### src/rtl/packet_sfifo_drop.sv
// packet_sfifo_drop: store-and-forward packet FIFO that discards dropped or oversized packets.
// Define PACKET_SFIFO_STAT_EN to add the saturating drop_cnt/commit_cnt statistics outputs.
module packet_sfifo_drop #(
  parameter int DATA_WIDTH   = 32,
  parameter int FIFO_DEPTH   = 64,
  parameter int AFULL_THRESH = FIFO_DEPTH - 8,
  localparam int CW          = $clog2(FIFO_DEPTH) + 1
) (
  input  logic                  clk,
  input  logic                  rst,
  input  logic                  wen,
  input  logic [DATA_WIDTH-1:0] wdata,
  input  logic                  wdrop,
  output logic                  afull,
  output logic                  full,
  output logic [CW-1:0]         wrcnt,
  input  logic                  ren,
  output logic [DATA_WIDTH-1:0] rdata,
  output logic                  empty,
  output logic [CW-1:0]         rdcnt,
  output logic [CW-1:0]         pkt_cnt,
  output logic                  overflow,
  output logic                  underflow,
  output logic                  drop
`ifdef PACKET_SFIFO_STAT_EN
  ,
  output logic [31:0]           drop_cnt,
  output logic [31:0]           commit_cnt
`endif
);
  localparam logic [1:0] S_IDLE    = 2'd0;
  localparam logic [1:0] S_PKT     = 2'd1;
  localparam logic [1:0] S_DISCARD = 2'd2;

  logic [DATA_WIDTH-1:0] r_mem [FIFO_DEPTH];
  logic [CW-1:0]         r_wptr, r_cptr, r_rptr, r_pkt_cnt;
  logic [1:0]            r_state, w_state_nxt;
  logic                  r_overflow, r_underflow, r_drop;
  logic                  w_eop, w_open, w_acc, w_commit, w_discard, w_ovf, w_rd, w_rd_eop;

  assign wrcnt   = r_wptr - r_rptr;
  assign rdcnt   = r_cptr - r_rptr;
  assign full    = wrcnt == CW'(FIFO_DEPTH);
  assign afull   = wrcnt >= CW'(AFULL_THRESH);
  assign pkt_cnt = r_pkt_cnt;
  assign empty   = r_pkt_cnt == '0;
  assign rdata   = r_mem[r_rptr[CW-2:0]];

  assign overflow  = r_overflow;
  assign underflow = r_underflow;
  assign drop      = r_drop;

  assign w_eop     = wdata[DATA_WIDTH-1];
  assign w_open    = r_state != S_DISCARD;
  assign w_acc     = wen & ~full & w_open;
  assign w_commit  = w_acc & w_eop & ~wdrop;
  assign w_discard = w_acc & w_eop & wdrop;
  assign w_ovf     = wen & full & w_open;
  assign w_rd      = ren & ~empty;
  assign w_rd_eop  = w_rd & rdata[DATA_WIDTH-1];

  // An overflowing word that itself ends the packet needs no discard phase.
  assign w_state_nxt = w_ovf ? (w_eop ? S_IDLE : S_DISCARD) :
                       w_acc ? (w_eop ? S_IDLE : S_PKT) :
                       (!w_open && wen && w_eop) ? S_IDLE : r_state;

  always_ff @(posedge clk)
    if (w_acc) r_mem[r_wptr[CW-2:0]] <= wdata;

  always_ff @(posedge clk or posedge rst)
    if (rst) begin
      r_wptr      <= '0;
      r_cptr      <= '0;
      r_rptr      <= '0;
      r_pkt_cnt   <= '0;
      r_state     <= S_IDLE;
      r_overflow  <= 1'b0;
      r_underflow <= 1'b0;
      r_drop      <= 1'b0;
    end else begin
      r_wptr      <= (w_ovf || w_discard) ? r_cptr : w_acc ? r_wptr + 1'b1 : r_wptr;
      r_cptr      <= w_commit ? r_wptr + 1'b1 : r_cptr;
      r_rptr      <= w_rd ? r_rptr + 1'b1 : r_rptr;
      r_pkt_cnt   <= r_pkt_cnt + CW'(w_commit) - CW'(w_rd_eop);
      r_state     <= w_state_nxt;
      r_overflow  <= w_ovf;
      r_underflow <= ren & empty;
      r_drop      <= w_ovf | w_discard;
    end

`ifdef PACKET_SFIFO_STAT_EN
  logic [31:0] r_drop_cnt, r_commit_cnt;
  assign drop_cnt   = r_drop_cnt;
  assign commit_cnt = r_commit_cnt;
  always_ff @(posedge clk or posedge rst)
    if (rst) begin
      r_drop_cnt   <= '0;
      r_commit_cnt <= '0;
    end else begin
      r_drop_cnt   <= ((w_ovf || w_discard) && r_drop_cnt != '1) ? r_drop_cnt + 1'b1 : r_drop_cnt;
      r_commit_cnt <= (w_commit && r_commit_cnt != '1) ? r_commit_cnt + 1'b1 : r_commit_cnt;
    end
`endif
endmodule

### config.mk
export PLATFORM = sky130hd
export DESIGN_NAME = packet_sfifo_drop
export DESIGN_NICKNAME = d
export VERILOG_FILES = /design/src/rtl/packet_sfifo_drop.sv
export SDC_FILE = /design/constraint.sdc
export NUM_CORES = 2
export LEC_CHECK = 0
export ABC_AREA = 1
export CAP_MARGIN = 20
export CORE_MARGIN = 2
export CORE_UTILIZATION = 45
export CTS_CLUSTER_DIAMETER = 30
export DETAILED_ROUTE_END_ITERATION = 7
export GPL_ROUTABILITY_DRIVEN = 0
export REMOVE_ABC_BUFFERS = 1
export SETUP_SLACK_MARGIN = 0.15
export SYNTH_ARGS = -nofsm -noshare
export SYNTH_HDL_FRONTEND = slang
export SYNTH_SLANG_ARGS = --single-unit
export TNS_END_PERCENT = 10
### constraint.sdc
create_clock -name clk -period 6.12 [get_ports clk]
set_input_delay 1.53 -clock clk [delete_from_list [all_inputs] [get_ports clk]]
set_output_delay 1.53 -clock clk [all_outputs]
set_load 0.02 [all_outputs]
## Yosys cells after proc, flatten, opt, wreduce, memory -nomap -nowiden

Memories as Yosys holds them, arrays and structs flattened.
Cells that the tools add are included.

- Add/sub/neg operators: 6
- Order comparisons: 1
- Equal/unequal tests: 2
- Muxes and demuxes: 9
- Bitwise operators: 14
- Reduce and logical (&&, ||, !) cells: 7

Operators by type and width:

| operator | number |
|---|---|
| adder 7 x 1 -> 7 bit (second input constant) | 2 |
| two-way mux 7 bit | 2 |
| subtractor 7 bit | 2 |
| bitwise AND 1 bit | 10 |
| two-way mux 2 bit | 4 |
| adder 7 x 1 -> 7 bit | 1 |
| equality test 7 bit (second input constant) | 1 |
| >= comparator 7 x 6 -> 1 bit (second input constant) | 1 |
| zero test 7 bit | 1 |
| subtractor 7 x 1 -> 7 bit | 1 |
| two-way mux 1 bit | 3 |
| inverter 1 bit | 3 |
| nonzero test 3 bit | 1 |
| logical AND 1 bit | 2 |
| inequality test 2 bit (second input constant) | 1 |
| nonzero test 2 bit | 1 |
| zero test 1 bit | 1 |
| logical OR 1 bit | 1 |
| bitwise OR 1 bit | 1 |

- Flip-flop bits (word level): 33
- RAM bits: 2048
- Input bits: 37
- Output and inout bits: 59
- Logic and storage cells: 48
- Memories: 1

Memories:

| name | words | bits a word | rd ports | clocked after memory_dff | wr ports | line | text |
|---|---|---|---|---|---|---|---|
| r_mem | 64 | 32 | 1 | 0 | 1 | 35 | `logic [DATA_WIDTH-1:0] r_mem [FIFO_DEPTH];` |

## Longest topological paths before layout

- Word-level depth: 9
- Mapped depth: 29
- Gate-level depth less buffers: 25

## Worst setup path after synthesis

Ideal clock, no wire load.

- Path kind: register to register
- Start point: register r_rptr[3]
- End point: memory r_mem[31][0], enable pin
- Library setup time: 0.461 ns
- Arrival: 4.254 ns
- Setup slack: 1.405 ns
- Cell stages (with the launch flop): 15
- Buffers on the path: 3
- Cells stage by stage: dfrtp_1 buf_4 inv_2 buf_2 buf_1 ha_1 nand2_1 inv_1 nand3_1 nand3_1 nand2_1 nand2_2 nand3_2 nand2_2 nor3_1

- Cells in the longest elaborated chain, start to end: 7

RTL lines:

| element | line | text |
|---|---|---|
| start: declaration | 36 | `logic [CW-1:0] r_wptr, r_cptr, r_rptr, r_pkt_cnt;` |
| start signal: assignment | 83 | `r_rptr <= w_rd ? r_rptr + 1'b1 : r_rptr;` |
| subtractor 7 bit | 41 | `assign wrcnt = r_wptr - r_rptr;` |
| net wrcnt[6] | 16 | `output logic [CW-1:0] wrcnt,` |
| equality test 7 bit | 43 | `assign full = wrcnt == CW'(FIFO_DEPTH);` |
| inverter 1 bit | 55 | `assign w_acc = wen & ~full & w_open;` |
| bitwise AND 1 bit (2 in a row) | 55 |  |
| two-way mux 1 bit | 68 | `if (w_acc) r_mem[r_wptr[CW-2:0]] <= wdata;` |
| two-way mux 1 bit (implied by the code) | 68 |  |
| end: declaration | 35 |  |

The timed path passes the listed nets, and every way through them passes these cells.

## Worst setup path in the final report

- Start point: register r_rptr[1]
- End point: output port rdata[19]

- Cells in the longest elaborated chain, start to end: 1

RTL lines:

| element | line | text |
|---|---|---|
| memory (64 x 32 bit) | -- |  |
| end: declaration | 18 | `output logic [DATA_WIDTH-1:0] rdata,` |

Every way passes these cells.

==> summary by stage <==
Critical path
The endpoint identified for the worst register-to-register timing path is pkt_cnt[6]$_DFF_PP0_. For the worst setup path, the data arrival time is 4.36 ns. The worst register-to-register path has a depth of 23. Data on the critical path is required at its endpoint by 4.59 ns. Tracing the worst setup path back leads to its startpoint at r_rptr[1]$_DFFE_PP0P_. The worst register-to-register path begins at r_rptr[1]$_DFFE_PP0P_. The register-to-register path setup slack is 1.16 ns. STA classifies the critical path startpoint as a flip-flop.

The startpoint-to-endpoint class of the critical path is reg2out. The biggest fanout along the worst timing path is 84. The nature of the critical path endpoint is an output pin. The last element of the critical path is rdata[19].

CTS
The latest clock arrival within the worst-skew pair is 0.97 ns. For this design, the sink count on the clock tree is 2081. The CTS tree is built. The number of buffers added by the clock tree synthesis step is 415. The setup fix buffers added after clock tree synthesis is 0. The H-tree depth is 5. The number of cells upsized or downsized after cts is 0. Hold repair after CTS inserted 0 buffers. After clock tree synthesis, the clock-pin slew on the worst setup and hold paths is 0.05 ns.

The clock tree root buffer cell is sky130_fd_sc_hd__clkbuf_16. The maximum count of clock buffers along a single path is 4.

Floorplanning
The starting utilization of the core area is 0.4537. The standard-cell row count is 156. The overall die height is 431.1 um. The total I/O pin count is 96. The floorplan step set the die width to between 400 and 500 um. The placeable core region is 180900 sq um. The die covers 185900 sq um.

Drt
The total length of routed wires is 244500 um. The length of routed met3 wiring is roughly 21000 um. The detailed-route via count is between 50000 and 60000.

The number of vias per cell is about 6.0. The remaining antenna violation count after routing is 0. Signal routing reaches up to met5. The detailed router's first-iteration violation count is 7000. After detailed routing, the average wire length per cell comes to between 20 and 30 um.

The number of remaining DRC errors is 0. The post-route met1 wirelength is 99390 um. For this run, the detailed router's first-pass iteration total came to 6. The total met2 wirelength after detailed routing is 114700 um.

Cells and area
The final standard cell count with taps included and fillers excluded is slightly above 9000. Relative to the synthesized area, the layout overhead comes to 21.89%. At the end of the flow the core is filled with cells to 0.5530. The final layout contains 6447 nets. The final instance area is 100100 sq um.

The ratio of cells with drive above 1 in the final layout is 0.1459.

Placed design
The post-detailed-placement cell area is roughly 86000 sq um. The number of buffers added on ports is 95. The setup slack after placement is 0.9803 ns.

The final HPWL from detailed placement is 121100 um. Once placement completed, the tool counted placed cells totaling 8324.

Pwr
The analysis attributes to cell leakage a power of 32.97 nW. The register share of total power is 0.304. The internal portion of the total power is 35.59 mW. The total chip power is 54.38 mW.

The worst-case IR drop observed on VDD is 0.5612 mV. Summed over all nets, the switching power comes to 18.80 mW. The power density of the placed cells is around 540 nW/um^2.

Of the total power, the share spent switching nets is 0.3456. The share of total power dissipated in combinational logic is 0.293. Of the total power, the clock network draws 0.403.

Synth
Yosys printed 0 warnings. The mux contribution to synthesized area is 0. Of the total synthesized cell area, the portion taken by XOR and XNOR cells is 0.002241. The number of cells produced by synthesis is 6106. The most instantiated flip-flop cell in the synthesis netlist is sky130_fd_sc_hd__edfxtp_1. Yosys mapped a number of flops with a built-in enable equal to 2048. The number of unique standard cell types used by synthesis is 37. The basic-gate share of the synthesized area counting and, or, nand and nor cells is 0.08784. Of the synthesized area, sequential elements account for 0.7592. Counting flops and latches in the post-synthesis netlist gives ~2100. Of the total synthesized cell area, the portion taken by full adders, half adders and majority gates is 0.004237. The dominant combinational cell family by area after synthesis is compound AO/OA/AOI/OAI gates. The synthesized area per cell is 13.44 sq um. The share of the synthesized area in compound gates (AO/OA/AOI/OAI) is 0.1175. The share of flip-flops with an asynchronous set or reset is 0.01586. The post-synthesis instance area is 82090 sq um.

Timing
Setup repair after global routing could not meet its margin everywhere. For this run, the top clock speed supported by timing is 169.7 MHz. The post-route worst hold slack is 0.4925 ns. The worst-margin pin slew is 1.080 ns. The final total negative setup slack is 0 ns. The final worst slack is ~0.23 ns. The worst pin sits at a relative slew slack of 0.2803. The shortest clock period the worst path allows after layout is 5.892 ns. The setup-violating endpoint count in the final report is 0.

The number of endpoints with negative hold slack in the final report was 0. Dividing the final minimum period by the clock period gives 0.9627. The clock tree skew after final layout is 0.09279 ns. The total count of max-transition violations in the final report was 0.

Global routing
The first global-routing pass estimated 352200 um of wire. The initial antenna violation count is 8. The via count of the first global-routing pass is 52780. The total global routing track utilization is 0.2582. The largest net degree at the start of global routing is 203.

The total overflow left after global routing is 0.

Outcome
The run finished with clean final reports.

Run
Across the run, the number of max-cap violations was 0.

Hold path
In this run the most critical hold path is launched from r_cptr[0]$_DFFE_PP0P_. The path class of the tightest hold or removal check is reg2reg.
[how the worst min path moves through the flow]
stage	slack (ns)	cells past startpoint	endpoint
finish	0.49	2	r_cptr[0]$_DFFE_PP0P_
floorplan	0.45	2	r_cptr[0]$_DFFE_PP0P_
CTS	0.49	2	r_cptr[0]$_DFFE_PP0P_
global route	0.55	2	r_cptr[0]$_DFFE_PP0P_
global placement	0.48	2	r_cptr[0]$_DFFE_PP0P_
detailed placement	0.48	2	r_cptr[0]$_DFFE_PP0P_
[registers in the layout (all words and copies together) (netlist names)]
| name | count |
|---|---|
| drop | 1 |
| r_mem | 2048 |
| overflow | 1 |
| r_rptr | 7 |
| r_state | 2 |
| pkt_cnt | 7 |
| underflow | 1 |
| r_cptr | 7 |
| r_wptr | 7 |
[per-layer routing]
| layer | vias to the layer above | GRT usage |
|---|---|---|
| li1 | 23660 | - |
| met1 | 27370 | 0.3524 |
| met5 | - | 0 |
| met4 | 4 | 0.1125 |
| met3 | 468 | 0.04549 |
| met2 | 2757 | 0.4083 |
[area by class of cell]
| class | count | area, sq um |
|---|---|---|
| Antenna cell | 3 | 7.507 |
| Clock buffer | 468 | 10730 |
| Clock inverter | 280 | 2930 |
| Fill cell | 14320 | 80880 |
| Inverter | 74 | 314.1 |
| Multi-Input combinational cell | 3519 | 17880 |
| Sequential cell | 2081 | 62340 |
| Tap cell | 2370 | 2965 |
| Timing Repair Buffer | 293 | 2894 |
[layout by cell type (no fill, tap or decap), types with 3 or more instances in the layout]
cell type and count:
sky130_fd_sc_hd__clkinv_4 22, sky130_fd_sc_hd__clkinv_2 70, sky130_fd_sc_hd__buf_2 32, sky130_fd_sc_hd__nand4_1 32
sky130_fd_sc_hd__nand3_1 247, sky130_fd_sc_hd__a21oi_1 75, sky130_fd_sc_hd__o211ai_1 78, sky130_fd_sc_hd__buf_12 50
sky130_fd_sc_hd__buf_4 166, sky130_fd_sc_hd__clkbuf_16 422, sky130_fd_sc_hd__o21ai_0 1019, sky130_fd_sc_hd__inv_2 4
sky130_fd_sc_hd__bufinv_16 52, sky130_fd_sc_hd__clkinvlp_4 53, sky130_fd_sc_hd__inv_1 64, sky130_fd_sc_hd__nor2_4 65
sky130_fd_sc_hd__edfxtp_1 2048, sky130_fd_sc_hd__xor2_1 19, sky130_fd_sc_hd__ha_1 23, sky130_fd_sc_hd__diode_2 3
sky130_fd_sc_hd__nor3_1 7, sky130_fd_sc_hd__clkbuf_1 46, sky130_fd_sc_hd__dfrtp_4 3, sky130_fd_sc_hd__inv_6 17
sky130_fd_sc_hd__nor2_1 1081, sky130_fd_sc_hd__clkdlybuf4s50_1 42, sky130_fd_sc_hd__o221ai_1 174, sky130_fd_sc_hd__o21ai_1 22
sky130_fd_sc_hd__nand2_1 347, sky130_fd_sc_hd__dfrtp_1 29, sky130_fd_sc_hd__o22ai_1 307, sky130_fd_sc_hd__inv_8 3
sky130_fd_sc_hd__nand2_2 5, sky130_fd_sc_hd__clkinv_1 66, sky130_fd_sc_hd__fa_1 3
[cells by family (layout without fill, tap and decap cells)]
group           Yosys count  after routing
flops                  2081           2081
other cells               0              3
simple gates           1793           1793
fa+ha+maj                26             26
xor+xnor                 21             21
buf+inv                 506           1115
compound gates         1679           1679
[power groups by stage]
stage          clock, mW  combinational, mW  sequential [mW]
2_1_floorplan          0               7.33             17.3
4_1_cts             22.1               15.8             16.5
3_3_place_gp           0               15.6             16.8
3_5_place_dp           0               15.7             16.8
5_1_grt             22.8               17.1             16.6
6_report            21.9               15.9             16.5
[cells in the mapped netlist (32+ instances only)]
| library cell | instances | area (sq um) |
|---|---|---|
| sky130_fd_sc_hd__dfrtp_1 | 33 | 825.8 |
| sky130_fd_sc_hd__a21oi_1 | 75 | 375.4 |
| sky130_fd_sc_hd__nor2_1 | 1146 | 4302 |
| sky130_fd_sc_hd__o21ai_0 | 1019 | 5100 |
| sky130_fd_sc_hd__o221ai_1 | 174 | 1524 |
| sky130_fd_sc_hd__inv_1 | 65 | 244.0 |
| sky130_fd_sc_hd__o22ai_1 | 307 | 1921 |
| sky130_fd_sc_hd__nand2_1 | 347 | 1303 |
| sky130_fd_sc_hd__o211ai_1 | 78 | 585.6 |
| sky130_fd_sc_hd__edfxtp_1 | 2048 | 61500 |
| sky130_fd_sc_hd__buf_2 | 113 | 565.5 |
| sky130_fd_sc_hd__nand4_1 | 32 | 200.2 |
| sky130_fd_sc_hd__nand3_1 | 247 | 1236 |
| sky130_fd_sc_hd__clkbuf_1 | 244 | 915.9 |
| sky130_fd_sc_hd__buf_4 | 35 | 262.8 |
[worst max-delay path, stage by stage, from the launching register on]
cell	delay (ns)
sky130_fd_sc_hd__dfrtp_4	0.66
sky130_fd_sc_hd__inv_8	0.54
sky130_fd_sc_hd__buf_4	0.33
sky130_fd_sc_hd__o21ai_0	0.11
sky130_fd_sc_hd__o221ai_1	0.19
sky130_fd_sc_hd__o211ai_1	0.14
sky130_fd_sc_hd__nand3_1	0.12
sky130_fd_sc_hd__nand3_1	0.28
sky130_fd_sc_hd__nand3_1	0.32
sky130_fd_sc_hd__clkdlybuf4s50_1	0.65
Power figures use the tool's default switching activity.
